$ cat config.mk
export PLATFORM = sky130hd
export DESIGN_NAME = sr_latch_driver
export DESIGN_NICKNAME = d
export VERILOG_FILES = /design/src/rtl/sr_latch_driver.sv
export SDC_FILE = /design/constraint.sdc
export NUM_CORES = 1
export LEC_CHECK = 0
export BUFFER_PORTS_ARGS = -buffer_cell sky130_fd_sc_hd__buf_2
export CORE_AREA = 8 8 47 49
export CTS_CLUSTER_SIZE = 12
export DETAILED_ROUTE_END_ITERATION = 7
export DIE_AREA = 0 0 55 57
export HOLD_SLACK_MARGIN = 0.1
export PLACE_DENSITY = 0.63
export SLEW_MARGIN = 20
export SYNTH_ARGS = -nofsm -noshare
export SYNTH_HDL_FRONTEND = slang
export SYNTH_SLANG_ARGS = --single-unit
$ cat constraint.sdc
create_clock -name clk -period 2.5 [get_ports clk]
set_clock_uncertainty 0.2 [all_clocks]
set_input_delay 0.375 -clock clk [delete_from_list [all_inputs] [get_ports clk]]
set_output_delay 0.375 -clock clk [all_outputs]
set_load 0.05 [all_outputs]
$ cat src/rtl/sr_latch_driver.sv
// Turns a level request into one mutually exclusive S or R pulse, then checks the latch readback.
// Latency: done in the cycle after accept when the latch already matches, else PULSE_CYCLES+3 cycles after accept.
// Backpressure: req_ready is high only in IDLE; a req_valid seen while busy is dropped, not queued.
//
// Ports:
//   clk, reset            system clock, synchronous active-high reset
//   req_valid/req_value   request strobe and requested latch state (1 = set, 0 = reset)
//   req_ready             high in IDLE; accept on req_valid & req_ready
//   S, R                  registered drives to the latch, never both high
//   Q_fb, Qn_fb           latch readback
//   busy, done, err       not-IDLE flag, one-cycle completion pulse, status held until next accept
module sr_latch_driver #(
  parameter int PULSE_CYCLES = 2,
  parameter int TIMEOUT      = 4
) (
  input  logic clk,
  input  logic reset,
  input  logic req_valid,
  input  logic req_value,
  output logic req_ready,
  output logic S,
  output logic R,
  input  logic Q_fb,
  input  logic Qn_fb,
  output logic busy,
  output logic done,
  output logic err
);

  localparam int MAX_CNT = (PULSE_CYCLES > TIMEOUT) ? PULSE_CYCLES : TIMEOUT;
  localparam int CW      = $clog2(MAX_CNT) + 1;

  // Terminal counts: the pulse counter starts at 1 on entry to PULSE,
  // the timeout counter starts at 0 on entry to CHECK.
  localparam logic [CW-1:0] PULSE_LAST = CW'(PULSE_CYCLES);
  localparam logic [CW-1:0] CHECK_LAST = CW'(TIMEOUT - 1);

  localparam logic [1:0] ST_IDLE  = 2'd0;
  localparam logic [1:0] ST_PULSE = 2'd1;
  localparam logic [1:0] ST_GUARD = 2'd2;
  localparam logic [1:0] ST_CHECK = 2'd3;

  logic [1:0]    state;
  logic [CW-1:0] cnt;
  logic          target;

  // Q and Qn must both agree with the wanted value; Q==Qn is never a match.
  function automatic logic fb_match(input logic v, input logic q, input logic qn);
    return (q == v) && (qn == ~v);
  endfunction

  assign req_ready = (state == ST_IDLE);
  assign busy      = (state != ST_IDLE);

  always_ff @(posedge clk) begin
    if (reset) begin
      state  <= ST_IDLE;
      cnt    <= '0;
      target <= 1'b0;
      S      <= 1'b0;
      R      <= 1'b0;
      done   <= 1'b0;
      err    <= 1'b0;
    end else begin
      done <= 1'b0;
      case (state)
        ST_IDLE: begin
          S <= 1'b0;
          R <= 1'b0;
          if (req_valid) begin
            target <= req_value;
            err    <= 1'b0;
            if (fb_match(req_value, Q_fb, Qn_fb)) begin
              // Latch already holds the value: complete without pulsing.
              done <= 1'b1;
            end else begin
              state <= ST_PULSE;
              S     <= req_value;
              R     <= ~req_value;
              cnt   <= CW'(1);
            end
          end
        end

        ST_PULSE: begin
          if (cnt >= PULSE_LAST) begin
            state <= ST_GUARD;
            S     <= 1'b0;
            R     <= 1'b0;
          end else begin
            cnt <= cnt + CW'(1);
          end
        end

        ST_GUARD: begin
          // One dead cycle lets the latch settle before readback.
          S     <= 1'b0;
          R     <= 1'b0;
          state <= ST_CHECK;
          cnt   <= '0;
        end

        ST_CHECK: begin
          S <= 1'b0;
          R <= 1'b0;
          if (fb_match(target, Q_fb, Qn_fb)) begin
            state <= ST_IDLE;
            done  <= 1'b1;
            err   <= 1'b0;
          end else if (cnt >= CHECK_LAST) begin
            state <= ST_IDLE;
            done  <= 1'b1;
            err   <= 1'b1;
          end else begin
            cnt <= cnt + CW'(1);
          end
        end

        default: begin
          state <= ST_IDLE;
          S     <= 1'b0;
          R     <= 1'b0;
        end
      endcase
    end
  end

endmodule

Word level (Yosys, flattened, before mapping)
Cells that the tools add are included.
{"block": "classes", "add_sub_neg": 1, "mux": 28, "eq_ne": 14, "magnitude_cmp": 2, "bitwise": 2, "n_reduce_logical": 10}
{"op": "two-way mux 3 bit", "n": 5}
{"op": "two-way mux 1 bit", "n": 12}
{"op": "!= test 2 bit, second input constant", "n": 6}
{"op": "case mux 3 bit (4 select lines)", "n": 1}
{"op": "two-way mux 2 bit", "n": 5}
{"op": "case mux 2 bit (4 select lines)", "n": 1}
{"op": "greater-or-equal comparator 3 x 2 -> 1 bit, second input constant", "n": 2}
{"op": "case mux 1 bit (3 select lines)", "n": 2}
{"op": "AND reduction 5 bit", "n": 1}
{"op": "== test 1 bit", "n": 4}
{"op": "== test 2 bit, second input constant", "n": 2}
{"op": "case mux 1 bit (2 select lines)", "n": 2}
{"op": "AND reduction 4 bit", "n": 1}
{"op": "nonzero test 2 bit", "n": 2}
{"op": "adder 3 x 1 -> 3 bit, second input constant", "n": 1}
{"op": "!= test 3 bit, second input constant", "n": 1}
{"op": "AND reduction 3 bit", "n": 1}
{"op": "== test 2 x 1 -> 1 bit, second input constant", "n": 1}
{"op": "logical AND 1 bit", "n": 2}
{"op": "zero test 2 bit", "n": 1}
{"op": "inverter 1 bit", "n": 2}
{"op": "AND reduction 2 bit", "n": 1}
{"op": "OR reduction 2 bit", "n": 1}
{"block": "totals", "reg_bits": 10, "input_bits": 6, "word_cells": 64}

Longest topological paths before layout
Gate-level depths: netlist of run 1.
{"block": "depth", "word_depth": 6, "mapped_depth": 7}

Worst setup path after synthesis of run 1
OpenSTA, ideal clock, no wires.
{"block": "synth_path", "kind": "register -> output", "startpoint": "register state[0]", "endpoint": "output port busy", "n_path_buf": 1, "required_ns": 1.925, "arrival_time_ns": 1.415, "setup_slack_ns": 0.510, "stages_incl_launch_ff": 5, "path_cell_list": "dfxtp_1 -> inv_1 -> ha_1 -> clkbuf_1 -> inv_1"}
{"block": "synth_between", "elab_chain_len": 1}
{"item": "start, declared", "line_no": "43", "text": "logic [1:0] state;"}
{"item": "start signal, assigned", "line_no": "57", "text": "state <= ST_IDLE;"}
{"item": "start signal, assigned", "line_no": "77", "text": "state <= ST_PULSE;"}
{"item": "start signal, assigned", "line_no": "87", "text": "state <= ST_GUARD;"}
{"item": "nonzero test 2 bit", "line_no": "53", "text": "assign busy = (state != ST_IDLE);"}
{"item": "end, declared", "line_no": "25", "text": "output logic busy,"}
Every way passes these cells.

Worst setup path in the final report of run 1
Same ends and word-level chain as after synthesis.

==> flow_metrics.tcl, run 1 <==
set metrics [dict create \
    grt_pass1_wl_microns 2300 \
    routedWlPerCell_microns 12.7 \
    critPathTopFamily "buffers and inverters" \
    core_sq_mm 0.00158 \
    grt_util_all_layers 0.0992 \
    maxSlewHeadroom 0.778 \
    r2r_end "cnt[0]" \
    synth_edf_count 0 \
    ys.flop_type "dfxtp_1" \
    netlist_top_cells_count "dfxtp_1 (10), nand2_1 (8), inv_1 (7)" \
    setup_violations 0 \
    final_core_util 0.477 \
    cts_hold_buf 0 \
    synth.cell_area_sq_um 639 \
    syn_inst 73 \
    yosysWarnings 0 \
    yosysMostFrequentCell "dfxtp_1" \
    cp-endpoint "busy" \
    yosys.area.top_type "dfxtp_1" \
    tritoncts.num_buffers 3 \
    r2r_slack_ps 530 \
    hp-class "input port to register" \
    clockRootBuffer "clkbuf_4" \
    cap_violations 0 \
    cts_tree "built" \
    synthToLayoutAreaGrowth_pct 17.6 \
    syn_nets 85 \
    crit_buf_inv 3 \
    multiInputGateArea_sq_um 405 \
    rsz0062_at_grt "no" \
    start_kind "register" \
    dr.first_iter.drc_count 7 \
    power.leakage_nw 0.336 \
    gp_congestion 0.708 \
    fmax_ghz 0.485 \
    diodes 0 \
    avgSynthCellArea_sq_um 8.76 \
    outcome "finished, final reports clean" \
    yosys-top-cells-area "dfxtp_1 (31%), ha_1 (12%), mux2i_1 (6.3%), nand2_1 (4.7%), inv_1 (4.1%)" \
    async_flop_share 0 \
    drtPass1Iterations 2 \
    path_cells "inv_1, ha_1, inv_1, buf_2" \
    crit_type "register to primary output" \
    clkSinkCount 10 \
    arrival_ps 1490 \
    synth-seq-cells 10 \
    htree_num_levels 1 \
    fin_hold_ws_ps 179 \
    antenna_found_initial 0 \
    fillCellCount 165 \
    r2r_cells 6 \
    wirelength_microns 1330 \
    initial_core_util 0.406 \
    std_cell_rows 15 \
    drive_above_1_share 0.264 \
    vias 549 \
    clk_pin_slew_worst_paths_ps 70 \
    register_area_sq_um 200 \
    pin_count 12 \
    crit_top_cell "inv_1" \
    cp_max_fo 9 \
    first_global_vias 570 \
    powerDensity_mw_per_mm2 1100 \
    setup_tns_ps 0 \
    dp_hpwl_microns 1070 \
    hold_viol_final 0 \
    worstSkewPairLatency_ps 270 \
    post-route-period-util 0.825 \
    dieWidth_microns 55 \
    die_h_microns 57 \
    nets 100 \
    slowest_stage "dfxtp_1" \
    worstMarginPinSlew_ps 329 \
    cts_setup_buffers 0 \
    ir_worst_vdd_mv 0.471 \
    slew_violations 0 \
    cp_slowest_stage_delay_ps 410 \
    synth_cell_types 29 \
    post_cts_resized 0 \
    grt.overflow.total 0 \
    ys_seq_area_frac 0.313 \
    via_per_inst 5.28 \
    grt_start_max_net_pins 10 \
    drtAntennaViolNets 0 \
    crit_start "state[0]" \
    r2r_start "cnt[0]" \
    synth_top_area_share 0.313 \
    cp_num_cells 4 \
    worstPathRequired_ps 1920 \
    dieArea_sq_mm 0.00314 \
    port_buffers 11 \
    finalCriticalPeriod_ps 2060 \
    drc_errors 0 \
    setup.worst_path.end_class "primary output" \
    clock_path_buffers 2 \
]
-- power breakdown --
group / internal, mW / switching, mW / leakage [nW]
sequential: 0.192 / 0.0334 / 0.0815
combinational: 0.164 / 0.291 / 0.233
clock: 0.0887 / 0.0611 / 0.0210
total: 0.445 / 0.386 / 0.336
-- cell usage in the layout, fill, tap and decap left out, drive strengths merged --
cell | Yosys | final
a211oi | 1 | 1
nor3 | 4 | 4
o21a | 1 | 1
o21ba | 1 | 1
ha | 6 | 6
dfxtp | 10 | 10
clkbuf | 2 | 4
a21oi | 4 | 4
nand2b | 2 | 2
and3b | 1 | 1
o31ai | 1 | 1
nand2 | 8 | 8
nor3b | 2 | 2
o221a | 1 | 1
a211o | 1 | 1
a31o | 1 | 1
nor2 | 4 | 4
inv | 7 | 7
buf | 0 | 12
nor4 | 2 | 2
o41ai | 1 | 1
o221ai | 1 | 1
a221oi | 1 | 1
nand3 | 2 | 2
or3 | 1 | 1
o21ai | 2 | 2
nor2b | 2 | 2
mux2i | 4 | 4
-- worst reg2reg max path, delay by kind of cell (launching register included) --
family	cells	cell delay [ps]
AO/OA/AOI/OAI	3	800
AND/OR/NAND/NOR	1	160
adder cells (fa/ha/maj)	2	380
flip-flops	1	350
-- cell type report --
| type | instances | share of cell area |
|---|---|---|
| sequential | 10 | 0.266 |
| timing repair buffer | 12 | 0.0832 |
| clock buffer | 4 | 0.0483 |
| tap | 17 | 0.0283 |
| inverter | 7 | 0.0349 |
| multi-input combinational | 54 | 0.539 |
-- kinds of logic (layout without fill, tap and decap cells) --
kind of cell,count (synthesis),in the layout,share of synthesized area
buffers and inverters,9,23,0.0528
multiplexers,4,4,0.0626
adder cells (fa/ha/maj),6,6,0.117
flip-flops,10,10,0.313
AO/OA/AOI/OAI,16,16,0.215
AND/OR/NAND/NOR,28,28,0.239
-- registers in the layout, indices dropped and copies added, names as in the netlist --
register / count
R: 1
target: 1
err: 1
cnt: 3
S: 1
done: 1
state: 2
-- worst min path at each step --
stage / start / end / slack, ps / cells after the start
global route: reset / cnt[0] / 190 / 2
global placement: R / R / 270 / 2
floorplan: target / target / 260 / 2
CTS: reset / cnt[0] / 170 / 2
finish: reset / cnt[0] / 180 / 2
detailed placement: R / R / 270 / 2
-- stage by stage --
| step | instances | instance area [sq um] | setup slack (ps) | total power [mW] |
|---|---|---|---|---|
| CTS | 104 | 752 | 409 | 0.846 |
| floorplan | 73 | 639 | 510 | 0.592 |
| detailed placement | 100 | 716 | 516 | 0.690 |
| global route | 104 | 752 | 335 | 0.889 |
| global placement | 100 | 716 | 537 | 0.686 |
| finish | 104 | 752 | 437 | 0.831 |
-- routing by layer --
layer	track usage	share of wire	vias up
met5	0	0	-
met4	0.0481	0.023	0
met3	0.0675	0.066	5
met2	0.144	0.46	10
met1	0.105	0.45	243
li1	-	-	291
(Power assumes the default switching activity.)
==> inputs of run 2 (changes only) <==
Clock period 2.5 ns to 2.1 ns, I/O delays scaled along.
==> flow_metrics.tcl, run 2 (synthesis gave the netlist of run 1 again) <==
set metrics [dict create \
    largest_reg_flops 3 \
    gp_congestion 0.719 \
    clk_pin_slew_worst_paths_ps 70 \
    setup_violations 0 \
    nets 105 \
    ir_worst_vdd_mv 0.609 \
    tritoncts.num_buffers 3 \
    grt.overflow.total 0 \
    clockRootBuffer "clkbuf_4" \
    power.leakage_nw 0.351 \
    htree_num_levels 1 \
    dr.first_iter.drc_count 9 \
    drive_above_1_share 0.341 \
    routedWlPerCell_microns 13.4 \
    slowest_stage "dfxtp_4" \
    postPlaceCellArea_sq_um 723 \
    cts_tree "built" \
    dp_hpwl_microns 1150 \
    grt_util_all_layers 0.104 \
    vias 587 \
    dieWidth_microns 55 \
    die_h_microns 57 \
    grt_pass1_wl_microns 2460 \
    maxSlewHeadroom 0.719 \
    outcome "finished, final reports clean" \
    initial_core_util 0.406 \
    hp-class "input port to register" \
    dieArea_sq_mm 0.00314 \
    top_regs "cnt (3), state (2)" \
    pin_count 12 \
    final_cell_area_sq_um 796 \
    via_per_inst 5.44 \
    setup_tns_ps 0 \
    clkSinkCount 10 \
    final_common_cell "buf_2" \
    first_global_vias 564 \
    setup.worst_path.end_class "register" \
    slew_violations 0 \
    cap_violations 0 \
    fin_total_pwr_uw 980 \
    crit_type "register to register" \
    clock_path_buffers 2 \
    fmax_ghz 0.492 \
    worstMarginPinSlew_ps 421 \
    cp_slowest_stage_delay_ps 360 \
    r2r_slack_ps 70 \
    cp_max_fo 4 \
    powerDensity_mw_per_mm2 1230 \
    start_kind "register" \
    antenna_found_initial 0 \
    fillCellCount 163 \
    rsz0062_at_grt "no" \
    synthToLayoutAreaGrowth_pct 24.5 \
    regMostFlops "cnt" \
    core_sq_mm 0.00158 \
    finalCriticalPeriod_ps 2030 \
    mostFrequentLayoutCells "buf_2 (11), dfxtp_1 (8), nand2_1 (8)" \
    grt_start_max_net_pins 10 \
    drc_errors 0 \
    drtPass1Iterations 4 \
    diodes 0 \
    arrival_ps 2010 \
    port_buffers 11 \
    drtAntennaViolNets 0 \
    hold_viol_final 0 \
    cts_hold_buf 0 \
    worstPathRequired_ps 2080 \
    worstSkewPairLatency_ps 270 \
    post-route-period-util 0.968 \
    fin_hold_ws_ps 115 \
    wirelength_microns 1440 \
    path_cells "ha_4, ha_2, a211o_1, o31ai_4, nand3_2, a221oi_2" \
    std_cell_rows 15 \
]
## run 2: area by class of cell
class                           instances  area (sq um)  share of cell area
Multi-Input combinational cell         54           420               0.528
Sequential cell                        10           205               0.258
Timing Repair Buffer                   17           100               0.126
Inverter                                7          26.3              0.0330
Clock buffer                            3          22.5              0.0283
Tap cell                               17          21.3              0.0267
## run 2: final timing paths
check | depth (start not counted) | startpoint | endpoint
min reg2reg | 2 | target | target
max | 6 | cnt[0] | cnt[0]
max reg2reg | 6 | cnt[0] | cnt[0]
min | 2 | reset | cnt[0]
## run 2: worst max-delay path, delay by kind of cell, from the launching register on
kind | cells | cell delay (ps)
AO/OA/AOI/OAI | 3 | 890
adder cells (fa/ha/maj) | 2 | 320
flip-flops | 1 | 360
AND/OR/NAND/NOR | 1 | 170
## run 2: metal layers
metal,track usage,vias to the layer above,wire length (microns)
li1,-,298,-
met1,0.131,274,639
met2,0.156,12,712
met3,0.0286,3,68
met4,0.0515,0,22
met5,0,-,0
## run 2: per-stage QoR
step,cells,worst slack (ps),util
2_1_floorplan,73,120,-
3_3_place_gp,101,140,0.459
3_5_place_dp,101,53.1,0.459
4_1_cts,104,35.1,0.473
5_1_grt,108,0.787,0.505
6_report,108,66.4,0.505
## run 2: timing repair
action / in CTS / in global routing
setup endpoints to repair: 0 / 2
gates resized for setup: 0 / 6
setup buffers: 0 / 4
## run 2: report_power, final
part           total [mW]  internal (mW)  switching (mW)  leakage, nW
registers           0.279          0.235          0.0445       0.0826
clock network       0.132         0.0662          0.0662       0.0138
logic               0.569          0.210           0.359        0.255
